[src/rtl/pdm_playback.sv]
// Sample-RAM playback onto a first-order sigma-delta PDM amplifier output.
// Define PDM_PLAY_LOOP_EN to loop the buffer until stop instead of single-shot.
module pdm_playback #(
  parameter int ADDR_W  = 14,
  parameter int CLK_DIV = 50,
  parameter int OSR     = 64
) (
  input  logic              clk,
  input  logic              reset_L,
  input  logic              play,
  input  logic              stop,
  input  logic [ADDR_W-1:0] num_words,
  output logic              ram_rd_en,
  output logic [ADDR_W-1:0] ram_rd_addr,
  input  logic [31:0]       ram_rd_data,
  output logic              busy,
  output logic              done,
  output logic              ampPWM,
  output logic              ampSD
);

`ifdef PDM_PLAY_LOOP_EN
  localparam bit LOOP = 1'b1;
`else
  localparam bit LOOP = 1'b0;
`endif

  localparam logic [1:0] S_IDLE  = 2'd0;
  localparam logic [1:0] S_FETCH = 2'd1;
  localparam logic [1:0] S_LOAD  = 2'd2;
  localparam logic [1:0] S_PLAY  = 2'd3;

  localparam int DW = $clog2(CLK_DIV) + 1;
  localparam int OW = $clog2(OSR) + 1;
  localparam logic [DW-1:0] DIV_LAST = DW'(CLK_DIV - 1);
  localparam logic [OW-1:0] OSR_LAST = OW'(OSR - 1);

  logic [1:0]        state;
  logic [ADDR_W-1:0] addr;
  logic [ADDR_W-1:0] nwords;
  logic [31:0]       cur_word;
  logic [31:0]       next_word;
  logic [15:0]       acc;
  logic [DW-1:0]     div;
  logic [OW-1:0]     bcnt;
  logic              half;
  logic              pf_lat;

  logic              tick;
  logic              last_bit;
  logic              last_word;
  logic              more;
  logic [ADDR_W-1:0] nxt_addr;
  logic [15:0]       smp;
  logic [15:0]       u;
  logic [16:0]       sum;

  assign tick      = (state == S_PLAY) && (div == DIV_LAST);
  assign last_bit  = bcnt == OSR_LAST;
  assign last_word = addr == nwords - 1'b1;
  assign more      = LOOP || !last_word;
  assign nxt_addr  = (LOOP && last_word) ? '0 : addr + 1'b1;
  assign smp       = half ? cur_word[31:16] : cur_word[15:0];
  // Offset binary so -32768 maps to zero ones density.
  assign u         = {~smp[15], smp[14:0]};
  assign sum       = {1'b0, acc} + {1'b0, u};

  always_ff @(posedge clk or negedge reset_L) begin
    if (!reset_L) begin
      state       <= S_IDLE;
      addr        <= '0;
      nwords      <= '0;
      cur_word    <= '0;
      next_word   <= '0;
      acc         <= '0;
      div         <= '0;
      bcnt        <= '0;
      half        <= 1'b0;
      pf_lat      <= 1'b0;
      ram_rd_en   <= 1'b0;
      ram_rd_addr <= '0;
      busy        <= 1'b0;
      done        <= 1'b0;
      ampPWM      <= 1'b0;
      ampSD       <= 1'b0;
    end else begin
      done      <= 1'b0;
      ram_rd_en <= 1'b0;
      if (ram_rd_en && state == S_PLAY) pf_lat <= 1'b1;
      if (pf_lat) begin
        next_word <= ram_rd_data;
        pf_lat    <= 1'b0;
      end
      if (state != S_IDLE && stop) begin
        state  <= S_IDLE;
        busy   <= 1'b0;
        ampSD  <= 1'b0;
        ampPWM <= 1'b0;
        pf_lat <= 1'b0;
      end else begin
        case (state)
          S_IDLE: begin
            if (play && !stop) begin
              if (num_words != '0) begin
                state       <= S_FETCH;
                nwords      <= num_words;
                addr        <= '0;
                ram_rd_en   <= 1'b1;
                ram_rd_addr <= '0;
                busy        <= 1'b1;
                acc         <= '0;
                bcnt        <= '0;
                half        <= 1'b0;
              end else begin
                done <= 1'b1;
              end
            end
          end
          S_FETCH: begin
            state <= S_LOAD;
            ampSD <= 1'b1;
            div   <= '0;
          end
          S_LOAD: begin
            cur_word <= ram_rd_data;
            state    <= S_PLAY;
            div      <= div + 1'b1;
          end
          default: begin
            div <= tick ? '0 : div + 1'b1;
            if (tick) begin
              ampPWM <= sum[16];
              acc    <= sum[15:0];
              bcnt   <= last_bit ? '0 : bcnt + 1'b1;
              if (last_bit && !half) begin
                half <= 1'b1;
                if (more) begin
                  ram_rd_en   <= 1'b1;
                  ram_rd_addr <= nxt_addr;
                end
              end
              if (last_bit && half) begin
                if (more) begin
                  cur_word <= next_word;
                  addr     <= nxt_addr;
                  half     <= 1'b0;
                end else begin
                  state  <= S_IDLE;
                  busy   <= 1'b0;
                  ampSD  <= 1'b0;
                  ampPWM <= 1'b0;
                  done   <= 1'b1;
                end
              end
            end
          end
        endcase
      end
    end
  end

endmodule

[config.mk]
export PLATFORM = sky130hd
export DESIGN_NAME = pdm_playback
export DESIGN_NICKNAME = d
export VERILOG_FILES = /design/src/rtl/pdm_playback.sv
export SDC_FILE = /design/constraint.sdc
export NUM_CORES = 1
export LEC_CHECK = 0
export CAP_MARGIN = 20
export CORE_UTILIZATION = 50
export CTS_CLUSTER_SIZE = 12
export DETAILED_ROUTE_END_ITERATION = 16
export PLACE_DENSITY = 0.7
export SYNTH_ARGS = -nofsm -noshare
export SYNTH_HDL_FRONTEND = slang
export SYNTH_SLANG_ARGS = --single-unit
export TNS_END_PERCENT = 10
[constraint.sdc]
create_clock -name clk -period 4.36 [get_ports clk]
set_input_delay 1.308 -clock clk [delete_from_list [all_inputs] [get_ports clk]]
set_output_delay 1.308 -clock clk [all_outputs]
set_load 0.005 [all_outputs]
==> results.toml <==
[status]
run_status = "completed"

[setup_path]
r2r-end = "ampPWM"
crit_start = "half"
cp_num_buf_inv = 1
setup.reg_to_reg.worst_slack_ns = 0.79
ordered_cell_list_for_the_critical_path = "buf_4, mux2_2, fa_1, a211oi_1, nor3_1, o31ai_1, nand2b_1, a21oi_1, o2111ai_1, nor3_1, o21ai_0"
timing.critical_path.fanout_max = 15
critPathMostFrequentCell = "sky130_fd_sc_hd__nor3_1"
path_depth = 11
worst_path_cell_with_the_longest_stage_delay = "sky130_fd_sc_hd__dfrtp_1"
worstSetupEndpointType = "register"
critPathMaxStageDelay_ns = 0.49
crit_required_ns = 4.64
r2r-start = "half"
crit_family = "compound AO/OA/AOI/OAI gates"
signal_arrival_time_at_the_worst_endpoint_ns = 3.85
worst_setup_path_start_kind = "register"
criticalPathCategory = "register to register"
worst_r2r_path_cells = 11

[placement]
routability_congestion_estimate_from_global_placement = 0.9161
place_hpwl_um = 12760
pre_cts_ws_ns = 0.4795
place_inst = 1029
io_buffer_count = 68

[timing]
grt_setup_unrepaired = "false"
hold_ws_ns = 0.4855
fin_crit_ns = 3.568
final_max_slew_viols = 0
max_slew.worst_pin.slew_ns = 0.9435
report.final.hold_viol_count = 0
relSlewSlack = 0.3695
finClkSkew_ns = 0.01133
postLayoutSetupSlackWorst_ns = 0.7923
max_freq_ghz = 0.2803
setup-violations-final = 0
fin_setup_tns_ns = 0
fin_crit_sh = 0.8183

[min_path]
worstHoldPathType = "register to register"
hold_end = "ram_rd_addr[10]"
worstHoldPathCells = 2
min_from = "ram_rd_addr[10]"

[drt]
routed.top_layer = "met4"
vias_per_cell = 5.840
routed_wl_um = 17970
routed_length_per_instance_um = 16.96
routed-wl-met2_um = 8948
drtAntennaViolNets = 0
route.detailed.drc = 0
detailedRoute.firstPassIterationCount = 5
drt-met1-wl_um = 8043
detail_route.iter0.violations = 385
vias = 6190
met3RoutedLength_um = 599

[yosys]
synthCells = 781
synthArstFlopShare = 1.000
synth_xor_area_frac = 0.04551
netlist_top_cells_area = "sky130_fd_sc_hd__dfrtp_1 45%, sky130_fd_sc_hd__mux2_2 8.5%, sky130_fd_sc_hd__ha_1 4.0%"
synth_compound_gate_area_share = 0.1687
synth_cell_types = 63
mappedNetlistArea_um2 = 8083
ys_warn_count = 0
syn-mean-instance-area_um2 = 10.35
synth-main-ff-cell = "sky130_fd_sc_hd__dfrtp_1"
synth_top_cell_area_share = 0.4489
synth_top_cell_by_area = "sky130_fd_sc_hd__dfrtp_1"
yosysSeqAreaShare = 0.4489
yosys-top-cells-count = "145 x sky130_fd_sc_hd__dfrtp_1, 73 x sky130_fd_sc_hd__nand2_1, 61 x sky130_fd_sc_hd__mux2_2"
synth-simple-area-share = 0.1478
synth_enable_flop_cells = 0
synth_nets = 858
most_frequent_cell_after_synthesis = "sky130_fd_sc_hd__dfrtp_1"
synth.ff_latch_count = 145
largest_family_of_logic_cells_by_synthesized_area = "compound AO/OA/AOI/OAI gates"
synth-adder-area-share = 0.04272
synth_mux_area_frac = 0.1099

[global_route]
grt_max_degree = 67
grt_pass1_wl_um = 30140
first_global_vias = 6174
initial_antenna_violation_count = 0
overflow = 0
grt_util_all_layers = 0.2309

[finish]
final_nets = 909
areaGrowthSynthToFinish_pct = 18.47
post_route_cells_drive_above_1_share = 0.2026
num_antenna_cells = 0
multi_input_area_um2 = 4161
filler_cell_count = 1299
final_cells = 1060
layout.area.seq_um2 = 3628
utilization = 0.6050

[die]
initial_core_util = 0.5107
row_count = 46
floorplan.io_pins = 69
design.die.area_um2 = 16680
die_width_um = 129.1
core-area_um2 = 15830
die-height_um = 129.1

[clock_network]
ctsResizeCount = 0
cts.reportedPaths.clkPinSlew_ns = 0.05
cts_post_setup_buffers_inserted = 0
cts_max_path_buffers = 2
cts_made_buffers = 17
cts_root_buffer = "sky130_fd_sc_hd__clkbuf_16"
postCtsHoldBufs = 0
cts_tree = "built"
clock_latency_ns = 0.42
number_of_sinks_driven_by_the_clock_tree = 145
htree_num_levels = 4

[power_and_ir_drop]
total_leakage_power_uw = 0.003925
peak_supply_drop_mv = 0.3177
pwr_density_cell_nw_per_um2 = 630.1

[job]
drv.max_cap_violation_count = 0
power by group:
| part | switching [uW] | leakage, uW | internal, uW | total (uW) |
|---|---|---|---|---|
| clock | 548 | 0.000307 | 1040 | 1590 |
| combinational | 1230 | 0.00177 | 1100 | 2330 |
| sequential | 352 | 0.00185 | 1760 | 2110 |
| total | 2130 | 0.00392 | 3900 | 6030 |
cell families after synthesis:
logic type               count (synthesis)
AND/OR/NAND/NOR                        238
XOR/XNOR                                42
buffers and inverters                   67
adder cells (fa/ha/maj)                 27
AO/OA/AOI/OAI                          181
flip-flops                             145
multiplexers                            81
placed cells by master (no fill, tap or decap), drive strengths merged, types with 4 or more instances in the layout:
master	n
nor3	14
nand4	6
nand2	73
ha	26
clkbuf	22
a21oi	25
o21ai	55
clkdlybuf4s50	67
nand2b	7
xor2	18
mux2i	19
a2111oi	4
nand3	26
nor4	13
and3	4
inv	19
or4	5
o2111ai	4
buf	14
a21o	10
o221a	32
bufinv	5
xnor2	24
dfrtp	145
nor2	41
o31ai	10
mux2	62
or2	36
or3	5
a211oi	16
registers in the layout, indices dropped and copies added (netlist names):
| name | cells |
|---|---|
| acc | 16 |
| addr | 14 |
| ampPWM | 1 |
| ampSD | 1 |
| bcnt | 7 |
| busy | 1 |
| cur_word | 32 |
| div | 7 |
| done | 1 |
| half | 1 |
| next_word | 32 |
| nwords | 14 |
| pf_lat | 1 |
| ram_rd_addr | 14 |
| ram_rd_en | 1 |
| state | 2 |
stage by stage:
stage	power (uW)	instance area, um^2
final	6033	9575
after global routing	6428	9575
after CTS	6052	9575
after detailed placement	4441	8932
after global placement	4312	8932
after floorplan	3844	8083
final cells by class:
cell class	instances	share of cell area
tap	216	0.02822
multi-input combinational	569	0.4346
clock inverter	9	0.01869
sequential	145	0.3789
inverter	18	0.007056
timing repair buffer	81	0.08402
clock buffer	22	0.04848
metal layers:
layer	global-route usage	vias up
li1	-	2945
met3	0.04583	30
met1	0.2912	3060
met2	0.3931	155
met5	0	-
met4	0.08581	0
worst min-delay path, delay by kind of cell (launching register included):
family	cells	cell delay, ns
simple gates	1	0.05
flops	1	0.34
compound gates	1	0.06
worst max-delay path by stage:
stage	to	slack, ns
2_1_floorplan	acc[12]	1.31
3_3_place_gp	cur_word[27]	0.56
3_5_place_dp	cur_word[28]	0.48
4_1_cts	ampPWM	0.81
5_1_grt	ampPWM	0.58
6_report	ampPWM	0.79
Power figures use the tool's default switching activity.
